**config.mk**
```make
export PLATFORM = sky130hd
export DESIGN_NAME = subneg_mem_arbiter_flat
export DESIGN_NICKNAME = d
export VERILOG_FILES = /design/src/rtl/subneg_mem_arbiter_if.sv /design/src/rtl/subneg_mem_arbiter.sv /design/src/flat_wrapper.sv
export SDC_FILE = /design/constraint.sdc
export NUM_CORES = 1
export LEC_CHECK = 0
export ABC_AREA = 1
export CAP_MARGIN = 20
export CORE_MARGIN = 2
export CORE_UTILIZATION = 46
export CTS_BUF_LIST = sky130_fd_sc_hd__clkbuf_4 sky130_fd_sc_hd__clkbuf_8 sky130_fd_sc_hd__clkbuf_16
export CTS_CLUSTER_DIAMETER = 120
export CTS_CLUSTER_SIZE = 8
export DETAILED_ROUTE_END_ITERATION = 10
export PLACE_DENSITY = 0.8
export SLEW_MARGIN = 10
export SYNTH_ARGS = -nofsm -noshare
export SYNTH_HDL_FRONTEND = slang
export SYNTH_SLANG_ARGS = --single-unit
```
**constraint.sdc**
```tcl
create_clock -name clk -period 1.7 [get_ports clk]
set_input_delay 0.17 -clock clk [delete_from_list [all_inputs] [get_ports clk]]
set_output_delay 0.17 -clock clk [all_outputs]
set_load 0.01 [all_outputs]
```
**src/rtl/subneg_mem_arbiter_if.sv**
```systemverilog
// subneg_mem_arbiter_if: CPU/host request ports and shared external SRAM bus of subneg_mem_arbiter
interface subneg_mem_arbiter_if;
  logic       cpu_req, cpu_we, cpu_done;
  logic [7:0] cpu_addr, cpu_wdata, cpu_rdata;
  logic       host_req, host_we, host_done;
  logic [7:0] host_addr, host_wdata, host_rdata;
  logic [7:0] bus_in, bus_out;
  logic       bus_oe, mem_latch_clk, mem_oe_n, mem_we_n, out_latch_clk, busy, owner;
  modport slave (
    input  cpu_req, cpu_we, cpu_addr, cpu_wdata, host_req, host_we, host_addr, host_wdata, bus_in,
    output cpu_done, cpu_rdata, host_done, host_rdata, bus_out, bus_oe, mem_latch_clk,
           mem_oe_n, mem_we_n, out_latch_clk, busy, owner
  );
  modport master (
    output cpu_req, cpu_we, cpu_addr, cpu_wdata, host_req, host_we, host_addr, host_wdata, bus_in,
    input  cpu_done, cpu_rdata, host_done, host_rdata, bus_out, bus_oe, mem_latch_clk,
           mem_oe_n, mem_we_n, out_latch_clk, busy, owner
  );
endinterface

```
**src/rtl/subneg_mem_arbiter.sv**
```systemverilog
// subneg_mem_arbiter: CPU/host SRAM bus sequencer; SUBNEG_ARB_RR_EN selects round-robin ties, else host wins ties
module subneg_mem_arbiter (
  input logic clk,
  input logic rst_n,
  subneg_mem_arbiter_if.slave arb
);
  typedef enum logic [3:0] {IDLE, ADDR, LATCH, RD_OE, RD_SAMPLE, RD_DONE, WR_DATA, WR_STROBE, WR_END} state_t;
  state_t state, state_d;
  logic [7:0] addr_q, addr_d, wdata_q, wdata_d;
  logic we_q, we_d, owner_d, last_owner, grant_host, fin_d, wr_d;
`ifdef SUBNEG_ARB_RR_EN
  assign grant_host = arb.host_req & (~arb.cpu_req | ~last_owner);
`else
  assign grant_host = arb.host_req | (arb.host_req & last_owner);
`endif
  assign fin_d = state_d inside {RD_DONE, WR_END};
  assign wr_d = state_d inside {WR_DATA, WR_STROBE, WR_END};
  always_comb begin
    state_d = state;
    addr_d = addr_q;
    wdata_d = wdata_q;
    we_d = we_q;
    owner_d = arb.owner;
    case (state)
      IDLE: if (arb.cpu_req || arb.host_req) begin
        state_d = ADDR;
        owner_d = grant_host;
        addr_d = grant_host ? arb.host_addr : arb.cpu_addr;
        wdata_d = grant_host ? arb.host_wdata : arb.cpu_wdata;
        we_d = grant_host ? arb.host_we : arb.cpu_we;
      end
      ADDR: state_d = LATCH;
      LATCH: state_d = we_q ? WR_DATA : RD_OE;
      RD_OE: state_d = RD_SAMPLE;
      RD_SAMPLE: state_d = RD_DONE;
      WR_DATA: state_d = WR_STROBE;
      WR_STROBE: state_d = WR_END;
      default: state_d = IDLE;
    endcase
  end
  always_ff @(posedge clk or negedge rst_n) begin
    if (!rst_n) begin
      state <= IDLE;
      addr_q <= 8'h00;
      wdata_q <= 8'h00;
      we_q <= 1'b0;
      last_owner <= 1'b1;
      arb.bus_out <= 8'h00;
      arb.bus_oe <= 1'b0;
      arb.mem_latch_clk <= 1'b0;
      arb.mem_oe_n <= 1'b1;
      arb.mem_we_n <= 1'b1;
      arb.out_latch_clk <= 1'b0;
      arb.cpu_done <= 1'b0;
      arb.host_done <= 1'b0;
      arb.cpu_rdata <= 8'h00;
      arb.host_rdata <= 8'h00;
      arb.busy <= 1'b0;
      arb.owner <= 1'b0;
    end else begin
      state <= state_d;
      addr_q <= addr_d;
      wdata_q <= wdata_d;
      we_q <= we_d;
      arb.bus_out <= state_d == IDLE ? 8'h00 : wr_d ? wdata_d : addr_d;
      arb.bus_oe <= state_d inside {ADDR, LATCH, WR_DATA, WR_STROBE, WR_END};
      arb.mem_latch_clk <= state_d inside {LATCH, RD_OE, RD_SAMPLE, WR_DATA, WR_STROBE};
      arb.mem_oe_n <= !(state_d inside {RD_OE, RD_SAMPLE});
      arb.mem_we_n <= !(state_d == WR_STROBE && addr_d != 8'hFF);
      arb.out_latch_clk <= state_d == WR_STROBE && addr_d == 8'hFF;
      arb.cpu_done <= fin_d && !owner_d;
      arb.host_done <= fin_d && owner_d;
      arb.busy <= state_d != IDLE;
      arb.owner <= owner_d;
      if (state == RD_SAMPLE && !arb.owner) arb.cpu_rdata <= arb.bus_in;
      if (state == RD_SAMPLE && arb.owner) arb.host_rdata <= arb.bus_in;
      if (state == RD_DONE || state == WR_END) last_owner <= arb.owner;
    end
  end
endmodule

```
**src/flat_wrapper.sv**
```systemverilog
// flat-port wrapper written by rule: the top's interface ports become plain ports
module subneg_mem_arbiter_flat 
  (clk, rst_n, arb_cpu_req, arb_cpu_we, arb_cpu_addr, arb_cpu_wdata, arb_host_req, arb_host_we, arb_host_addr, arb_host_wdata, arb_bus_in, arb_cpu_done, arb_cpu_rdata, arb_host_done, arb_host_rdata, arb_bus_out, arb_bus_oe, arb_mem_latch_clk, arb_mem_oe_n, arb_mem_we_n, arb_out_latch_clk, arb_busy, arb_owner);
  subneg_mem_arbiter_if arb_i ();
  input logic clk;
  input logic rst_n;
  input wire logic [$bits(arb_i.cpu_req)-1:0] arb_cpu_req;
  input wire logic [$bits(arb_i.cpu_we)-1:0] arb_cpu_we;
  input wire logic [$bits(arb_i.cpu_addr)-1:0] arb_cpu_addr;
  input wire logic [$bits(arb_i.cpu_wdata)-1:0] arb_cpu_wdata;
  input wire logic [$bits(arb_i.host_req)-1:0] arb_host_req;
  input wire logic [$bits(arb_i.host_we)-1:0] arb_host_we;
  input wire logic [$bits(arb_i.host_addr)-1:0] arb_host_addr;
  input wire logic [$bits(arb_i.host_wdata)-1:0] arb_host_wdata;
  input wire logic [$bits(arb_i.bus_in)-1:0] arb_bus_in;
  output wire logic [$bits(arb_i.cpu_done)-1:0] arb_cpu_done;
  output wire logic [$bits(arb_i.cpu_rdata)-1:0] arb_cpu_rdata;
  output wire logic [$bits(arb_i.host_done)-1:0] arb_host_done;
  output wire logic [$bits(arb_i.host_rdata)-1:0] arb_host_rdata;
  output wire logic [$bits(arb_i.bus_out)-1:0] arb_bus_out;
  output wire logic [$bits(arb_i.bus_oe)-1:0] arb_bus_oe;
  output wire logic [$bits(arb_i.mem_latch_clk)-1:0] arb_mem_latch_clk;
  output wire logic [$bits(arb_i.mem_oe_n)-1:0] arb_mem_oe_n;
  output wire logic [$bits(arb_i.mem_we_n)-1:0] arb_mem_we_n;
  output wire logic [$bits(arb_i.out_latch_clk)-1:0] arb_out_latch_clk;
  output wire logic [$bits(arb_i.busy)-1:0] arb_busy;
  output wire logic [$bits(arb_i.owner)-1:0] arb_owner;
  assign arb_i.cpu_req = arb_cpu_req;
  assign arb_i.cpu_we = arb_cpu_we;
  assign arb_i.cpu_addr = arb_cpu_addr;
  assign arb_i.cpu_wdata = arb_cpu_wdata;
  assign arb_i.host_req = arb_host_req;
  assign arb_i.host_we = arb_host_we;
  assign arb_i.host_addr = arb_host_addr;
  assign arb_i.host_wdata = arb_host_wdata;
  assign arb_i.bus_in = arb_bus_in;
  assign arb_cpu_done = arb_i.cpu_done;
  assign arb_cpu_rdata = arb_i.cpu_rdata;
  assign arb_host_done = arb_i.host_done;
  assign arb_host_rdata = arb_i.host_rdata;
  assign arb_bus_out = arb_i.bus_out;
  assign arb_bus_oe = arb_i.bus_oe;
  assign arb_mem_latch_clk = arb_i.mem_latch_clk;
  assign arb_mem_oe_n = arb_i.mem_oe_n;
  assign arb_mem_we_n = arb_i.mem_we_n;
  assign arb_out_latch_clk = arb_i.out_latch_clk;
  assign arb_busy = arb_i.busy;
  assign arb_owner = arb_i.owner;
  subneg_mem_arbiter u_core (.clk(clk), .rst_n(rst_n), .arb(arb_i));
endmodule
```
==> results of run 1 <==
## worst max-delay path, stage by stage, from the launching register on
cell     delay, ns
dfrtp_1       0.42
nor2_4        0.18
buf_4         0.15
nand3_4       0.17
nand2_1       0.10
o21ai_1       0.08
buf_4         0.15
nand2_1       0.10
nand2_1       0.07
nand2_1       0.05
inv_1         0.04
## routing by layer
metal | wire [µm] | vias to the layer above | global-route usage
met3 | 242 | 15 | 0.0459
met4 | 159 | 0 | 0.0821
met1 | 2500 | 1014 | 0.264
met5 | 0 | - | 0
li1 | - | 1102 | -
met2 | 3120 | 62 | 0.377
## stage by stage
stage | power [W] | TNS [ns] | area, µm² | worst slack [ns] | util
6_report | 0.00614 | 0 | 3530 | 0.0898 | 0.687
5_1_grt | 0.00662 | -0.0594 | 3530 | -0.0243 | 0.687
4_1_cts | 0.00596 | 0 | 3460 | 0.0246 | 0.673
3_5_place_dp | 0.00525 | -1.07 | 3360 | -0.145 | 0.655
3_3_place_gp | 0.00512 | -0.248 | 3360 | -0.0563 | 0.655
2_1_floorplan | 0.00394 | 0 | 2460 | 0.293 | -
## registers in the layout (all words and copies together), names as in the netlist, 4 cells and up
signal / cells
u_core.state: 4
u_core.addr_q: 8
u_core.wdata_q: 8
u_core.arb.cpu_rdata: 8
u_core.arb.bus_out: 8
u_core.arb.host_rdata: 8
## repair_timing
action	4_1_cts	5_1_grt
hold endpoints to repair	19	0
hold buffers	1	0
setup endpoints to repair	0	10
buffers inserted	0	10
gates resized for setup	0	1
## worst max-delay path by stage
stage                          from                        to  slack, ns
finish              u_core.state[2]     u_core.arb.bus_out[2]       0.09
global route        u_core.state[3]     u_core.arb.bus_out[6]      -0.02
CTS                 u_core.state[3]     u_core.arb.bus_out[3]       0.02
detailed placement     arb_host_req     u_core.arb.bus_out[3]      -0.14
global placement       arb_host_req  u_core.arb.out_latch_clk      -0.06
floorplan           u_core.state[1]  u_core.arb.out_latch_clk       0.29
## final cells by class
class / count / share of cell area
tap: 70 / 0.0248
clock buffer: 6 / 0.0234
sequential: 54 / 0.383
inverter: 34 / 0.0361
timing repair buffer: 101 / 0.273
multi-input combinational: 200 / 0.260
## logic make-up after synthesis
kind of cell / count (synthesis) / share of synthesized area
AO/OA/AOI/OAI: 27 / 0.0599
buffers and inverters: 43 / 0.0787
flip-flops: 54 / 0.549
AND/OR/NAND/NOR: 173 / 0.312
## Yosys cell counts (all sizes together)
cell	count
nand2	140
dfrtp	52
inv	34
o21ai	23
nor2	21
nand3	9
buf	8
dfstp	2
nor3	2
a21oi	1
a31oi	1
clkbuf	1
nand4	1
o22ai	1
o31ai	1
## power by group through the flow
stage | clock network, W | logic, W | registers, W
after floorplan | 0 | 0.00164 | 0.00230
after global placement | 0 | 0.00296 | 0.00216
after detailed placement | 0 | 0.00306 | 0.00218
after CTS | 0.000711 | 0.00309 | 0.00216
after global routing | 0.000753 | 0.00364 | 0.00223
final | 0.000692 | 0.00329 | 0.00216
==> summary.txt, run 1 <==
Area Overhead vs Synth: 43.4%
Crit path required time: 1.90 ns
Cell Int Power: 0.00374 W
clk sinks: 54
min-delay worst type: input port to asynchronous set/reset pin
highest clock rate: 0.621 GHz
DRC: 0
# fillers: 434
status: completed
H-tree Lvls: 2
Fin Hold WS: 0.352 ns
Max Cap Viol: 0
dpl cells: 448
multi-input logic area: 917 µm²
Setup Viol. Count Final: 0
largest net degree at the start of global routing: 36
Worst-path clk slew: 0.09 ns
port bufs: 78
register area share after synthesis: 0.549
Cell variety after synth: 26
Syn Inst Count: 297
Tmin final: 1.61 ns
clock skew: 0.00604 ns
final WL: 6020 µm
core box area: 5140 µm²
TritonRoute pass-1 iters: 4
Worst-Margin Slew: 0.484 ns
flops & latches, synth: 54
clock buffer depth: 2
Seq. cell area: 1360 µm²
# rows: 26
CTS tree: built
Leakage: 1.84 nW
vias per std cell: 4.72
gr usage total: 0.217
max_slew headroom: 0.678
syn_area_per_cell: 8.30 µm²
die area: 5960 µm²
CP Class: flip-flop to flip-flop
wire per inst: 12.9 µm
critical path data arrival time: 1.82 ns
initial core utilization: 0.480
antenna-violating nets left: 0
TritonCTS buffer count: 5
first-pass GRT wire length: 10100 µm
post-route non-filler standard cell count: 465
reg2reg start: u_core.state[2]
Period Utilization, post-route: 0.947
Peak supply drop: 0.000837 V
largest fanout on the critical path: 16
top cells by area, synth: dfrtp_1, nand2_1, inv_1
P_sw: 0.00240 W
CP Capture Type: flip-flop
commonest non-fill, non-tap cells in the layout: nand2_1, clkdlybuf4s50_1, dfrtp_1
R2R depth: 10
sequential share of power: 0.352
syn_nets: 343
Final Hold Vio Count: 0
Synth top area share: 0.528
detailed-route via count: 2193
Pins Over Slew Limit: 0
Clock Power Share: 0.113
Yosys Warn Count: 0
DR iter-0 viols: 144
combinational share of power: 0.535
CP Launch Type: flip-flop
GRT overflow: 0
Synth area leader: dfrtp_1
Chip Height: 77.2 µm
CTS root buf: clkbuf_8
vias in the first global route: 2204
clk_lat worst skew: 0.31 ns
Final HPWL DP: 4320 µm
NumNets Final: 442
Placer Congestion: 0.887
I/O pin count: 79
pwr dens: 1740 nW/µm²
r2r setup slk: 0.09 ns
initial antenna violation count: 0
Worst R2R End: u_core.arb.bus_out[2]
Die W: 77.2 µm
synthesized area: 2460 µm²
ant diodes: 0
layout cells sized above 1: 0.142
commonest non-fill, non-tap cell in the layout: nand2_1
switching share of power: 0.391
(Power assumes the default switching activity.)
==> inputs of run 2 (changes only) <==
--- a/config.mk
+++ b/config.mk
@@ -6,12 +6,12 @@
 export NUM_CORES = 1
 export LEC_CHECK = 0
 export ABC_AREA = 1
+export ABC_CLOCK_PERIOD_IN_PS = 1700
 export CAP_MARGIN = 20
 export CORE_MARGIN = 2
 export CORE_UTILIZATION = 46
 export CTS_BUF_LIST = sky130_fd_sc_hd__clkbuf_4 sky130_fd_sc_hd__clkbuf_8 sky130_fd_sc_hd__clkbuf_16
 export CTS_CLUSTER_DIAMETER = 120
-export CTS_CLUSTER_SIZE = 8
 export DETAILED_ROUTE_END_ITERATION = 10
 export PLACE_DENSITY = 0.8
 export SLEW_MARGIN = 10
==> results of run 2 <==
Final layout, timing and power as in run 1 (identical DEF).
==> inputs of run 3 (changes only) <==
--- a/config.mk
+++ b/config.mk
@@ -6,14 +6,15 @@
 export NUM_CORES = 1
 export LEC_CHECK = 0
 export ABC_AREA = 1
-export ABC_CLOCK_PERIOD_IN_PS = 1700
 export CAP_MARGIN = 20
+export CELL_PAD_IN_SITES_DETAIL_PLACEMENT = 1
+export CELL_PAD_IN_SITES_GLOBAL_PLACEMENT = 1
 export CORE_MARGIN = 2
-export CORE_UTILIZATION = 46
+export CORE_UTILIZATION = 33
 export CTS_BUF_LIST = sky130_fd_sc_hd__clkbuf_4 sky130_fd_sc_hd__clkbuf_8 sky130_fd_sc_hd__clkbuf_16
 export CTS_CLUSTER_DIAMETER = 120
 export DETAILED_ROUTE_END_ITERATION = 10
-export PLACE_DENSITY = 0.8
+export PLACE_DENSITY_LB_ADDON = 0.1
 export SLEW_MARGIN = 10
 export SYNTH_ARGS = -nofsm -noshare
 export SYNTH_HDL_FRONTEND = slang
==> run 3 against run 2 <==
Against the previous run:
- sequential cell count is the same
- sequential power is essentially flat
- combinational power is essentially flat
- worst hold slack gained 0.036 ns
- utilization shrank 19 points
- die area grew 37%
- clock power grew 3.6%
- register-to-register slack gained 0.03 ns
- routed wire length grew 7.1%
- sequential share of layout area shrank 0.50 points
- first-iteration DRC count shrank 65%
- critical path depth shrank 1
- largest cell class unchanged
==> summary.txt, run 3 (synthesis gave the netlist of run 1 again) <==
status: completed
initial antenna violation count: 0 (unchanged)
CP Class: flip-flop to flip-flop
clock skew: 0.0163 ns (+0.0102 ns)
family with the most delay on the worst path: simple AND/OR/NAND/NOR gates
RSZ-0062 raised after global routing: false
Clock Power Share: 0.117 (+0.004)
TritonCTS buffer count: 5 (unchanged)
Worst-Margin Slew: 0.335 ns (-0.149 ns)
final WL: 6450 µm (+7.1%)
Max Cap Viol: 0 (unchanged)
ant diodes: 0 (unchanged)
Die W: 90.4 µm (+17%)
vias per std cell: 4.43 (-6.1%)
CP Capture Type: flip-flop
GRT overflow: 0 (unchanged)
Tmin final: 1.58 ns (-0.0283 ns)
slowest CP cell: dfrtp_2
critical path data arrival time: 1.81 ns (about the same)
commonest non-fill, non-tap cells in the layout: nand2_1, clkdlybuf4s50_1, dfrtp_1
largest fanout on the critical path: 7 (-9)
gr usage total: 0.166 (-0.0513)
DR iter-0 viols: 51 (-65%)
combinational share of power: 0.532 (-0.003)
# rows: 31 (+19%)
detailed-route via count: 2196 (+0.14%)
layout cells sized above 1: 0.149 (+0.00684)
antenna-violating nets left: 0 (unchanged)
sequential share of power: 0.351 (about the same)
Core Util, Final: 0.494 (-0.194)
Final Hold Vio Count: 0 (unchanged)
largest net degree at the start of global routing: 55 (+53%)
Pins Over Slew Limit: 0 (unchanged)
commonest non-fill, non-tap cell in the layout: nand2_1
Setup Viol. Count Final: 0 (unchanged)
Fin Hold WS: 0.388 ns (+0.0358 ns)
vias in the first global route: 2289 (+3.9%)
max_slew headroom: 0.777 (+0.0990)
Area Overhead vs Synth: 45.2%
initial core utilization: 0.340 (-0.140)
TritonRoute pass-1 iters: 4 (unchanged)
DRC: 0 (unchanged)
Buf+Inv Stages, Crit Path: 0 (-3)
Worst-path clk slew: 0.10 ns (about the same)
Crit path required time: 1.93 ns (+0.03 ns)
max incr delay on CP: 0.48 ns (+0.06 ns)
Leakage: 1.85 nW (+0.27%)
first-pass GRT wire length: 11000 µm (+8.9%)
CTS root buf: clkbuf_8
die area: 8180 µm² (+37%)
clk_lat worst skew: 0.31 ns (about the same)
switching share of power: 0.394 (+0.00285)
P_sw: 0.00241 W (+0.42%)
Peak supply drop: 0.000619 V (-26%)
core box area: 7250 µm² (+41%)
wire per inst: 13.0 µm (+0.42%)
Placer Congestion: 0.811 (-8.6%)
crit path cell chain: nor2_4 > nand2_2 > nor2_4 > nand2_1 > nand2_1 > nand2_2 > nor2_1 > nand2_1 > nor2_2
CTS tree: built
highest clock rate: 0.632 GHz (+1.8%)
min-delay worst type: input port to asynchronous set/reset pin
clock buffer depth: 2 (unchanged)
most frequent cell on the critical path: nand2_1
Final HPWL DP: 4870 µm (+13%)
CP Launch Type: flip-flop
Period Utilization, post-route: 0.931 (-0.0166)
port bufs: 78 (unchanged)
H-tree Lvls: 2 (unchanged)
NumNets Final: 442 (unchanged)
I/O pin count: 79 (unchanged)
clk sinks: 54 (unchanged)
Chip Height: 90.4 µm (+17%)
pwr dens: 1710 nW/µm² (-1.6%)
Cell Int Power: 0.00371 W (-0.77%)
[run 3: power groups by stage]
stage / registers [W] / logic [W] / clock network, W
after detailed placement: 0.00218 / 0.00314 / 0
after CTS: 0.00215 / 0.00321 / 0.000746
after global routing: 0.00222 / 0.00367 / 0.000795
after floorplan: 0.00230 / 0.00164 / 0
after global placement: 0.00216 / 0.00306 / 0
final: 0.00215 / 0.00326 / 0.000717
[run 3: worst min-delay path, delay by kind of cell]
kind,cells,cell delay (ns)
buffers and inverters,3,0.91
[run 3: layer usage]
layer  up-vias  global-route usage  wire length [µm]
met1      1034               0.214              2790
met2        61               0.293              3300
met5         -                   0                 0
met3         7              0.0301               292
met4         0              0.0308                57
li1       1094                   -                 -
[run 3: path summary, 6_finish.rpt]
path	endpoint	slack [ns]	startpoint	cells after the start
hold / removal	u_core.arb.host_rdata[3]	0.39	rst_n	3
setup reg to reg	u_core.arb.out_latch_clk	0.12	u_core.state[0]	9
hold reg to reg	u_core.wdata_q[2]	0.49	u_core.wdata_q[2]	2
setup / recovery	u_core.arb.out_latch_clk	0.12	u_core.state[0]	9
max in group asynchronous	u_core.arb.mem_oe_n	1.03	rst_n	3
min in group clk	u_core.arb.cpu_rdata[0]	0.43	arb_bus_in[0]	3
[run 3: area by class of cell]
| type | count | area [µm²] |
|---|---|---|
| fillers | 871 | 3670 |
| flip-flops and latches | 54 | 1360 |
| repair buffers | 101 | 963 |
| multi-input cells | 200 | 920 |
| inverters | 34 | 128 |
| well taps | 99 | 124 |
| clock buffers | 6 | 76.3 |
| clock inverters | 2 | 13.8 |
[run 3: repair_timing]
item	4_1_cts	5_1_grt
buffers inserted	3	6
pin swaps	2	2
setup endpoints to repair	2	10
hold endpoints to repair	52	0
hold buffers	1	0
gates resized for setup	0	2
[run 3: per-stage QoR]
| stage | worst slack [ns] | instances | power (W) | TNS [ns] | area, µm² |
|---|---|---|---|---|---|
| after global routing | 0.00225 | 496 | 0.00668 | 0 | 3580 |
| after detailed placement | -0.180 | 478 | 0.00532 | -1.19 | 3410 |
| after global placement | -0.110 | 478 | 0.00523 | -0.448 | 3410 |
| after CTS | 0.0183 | 490 | 0.00612 | 0 | 3530 |
| after floorplan | 0.293 | 297 | 0.00394 | 0 | 2460 |
| final | 0.118 | 496 | 0.00612 | 0 | 3580 |
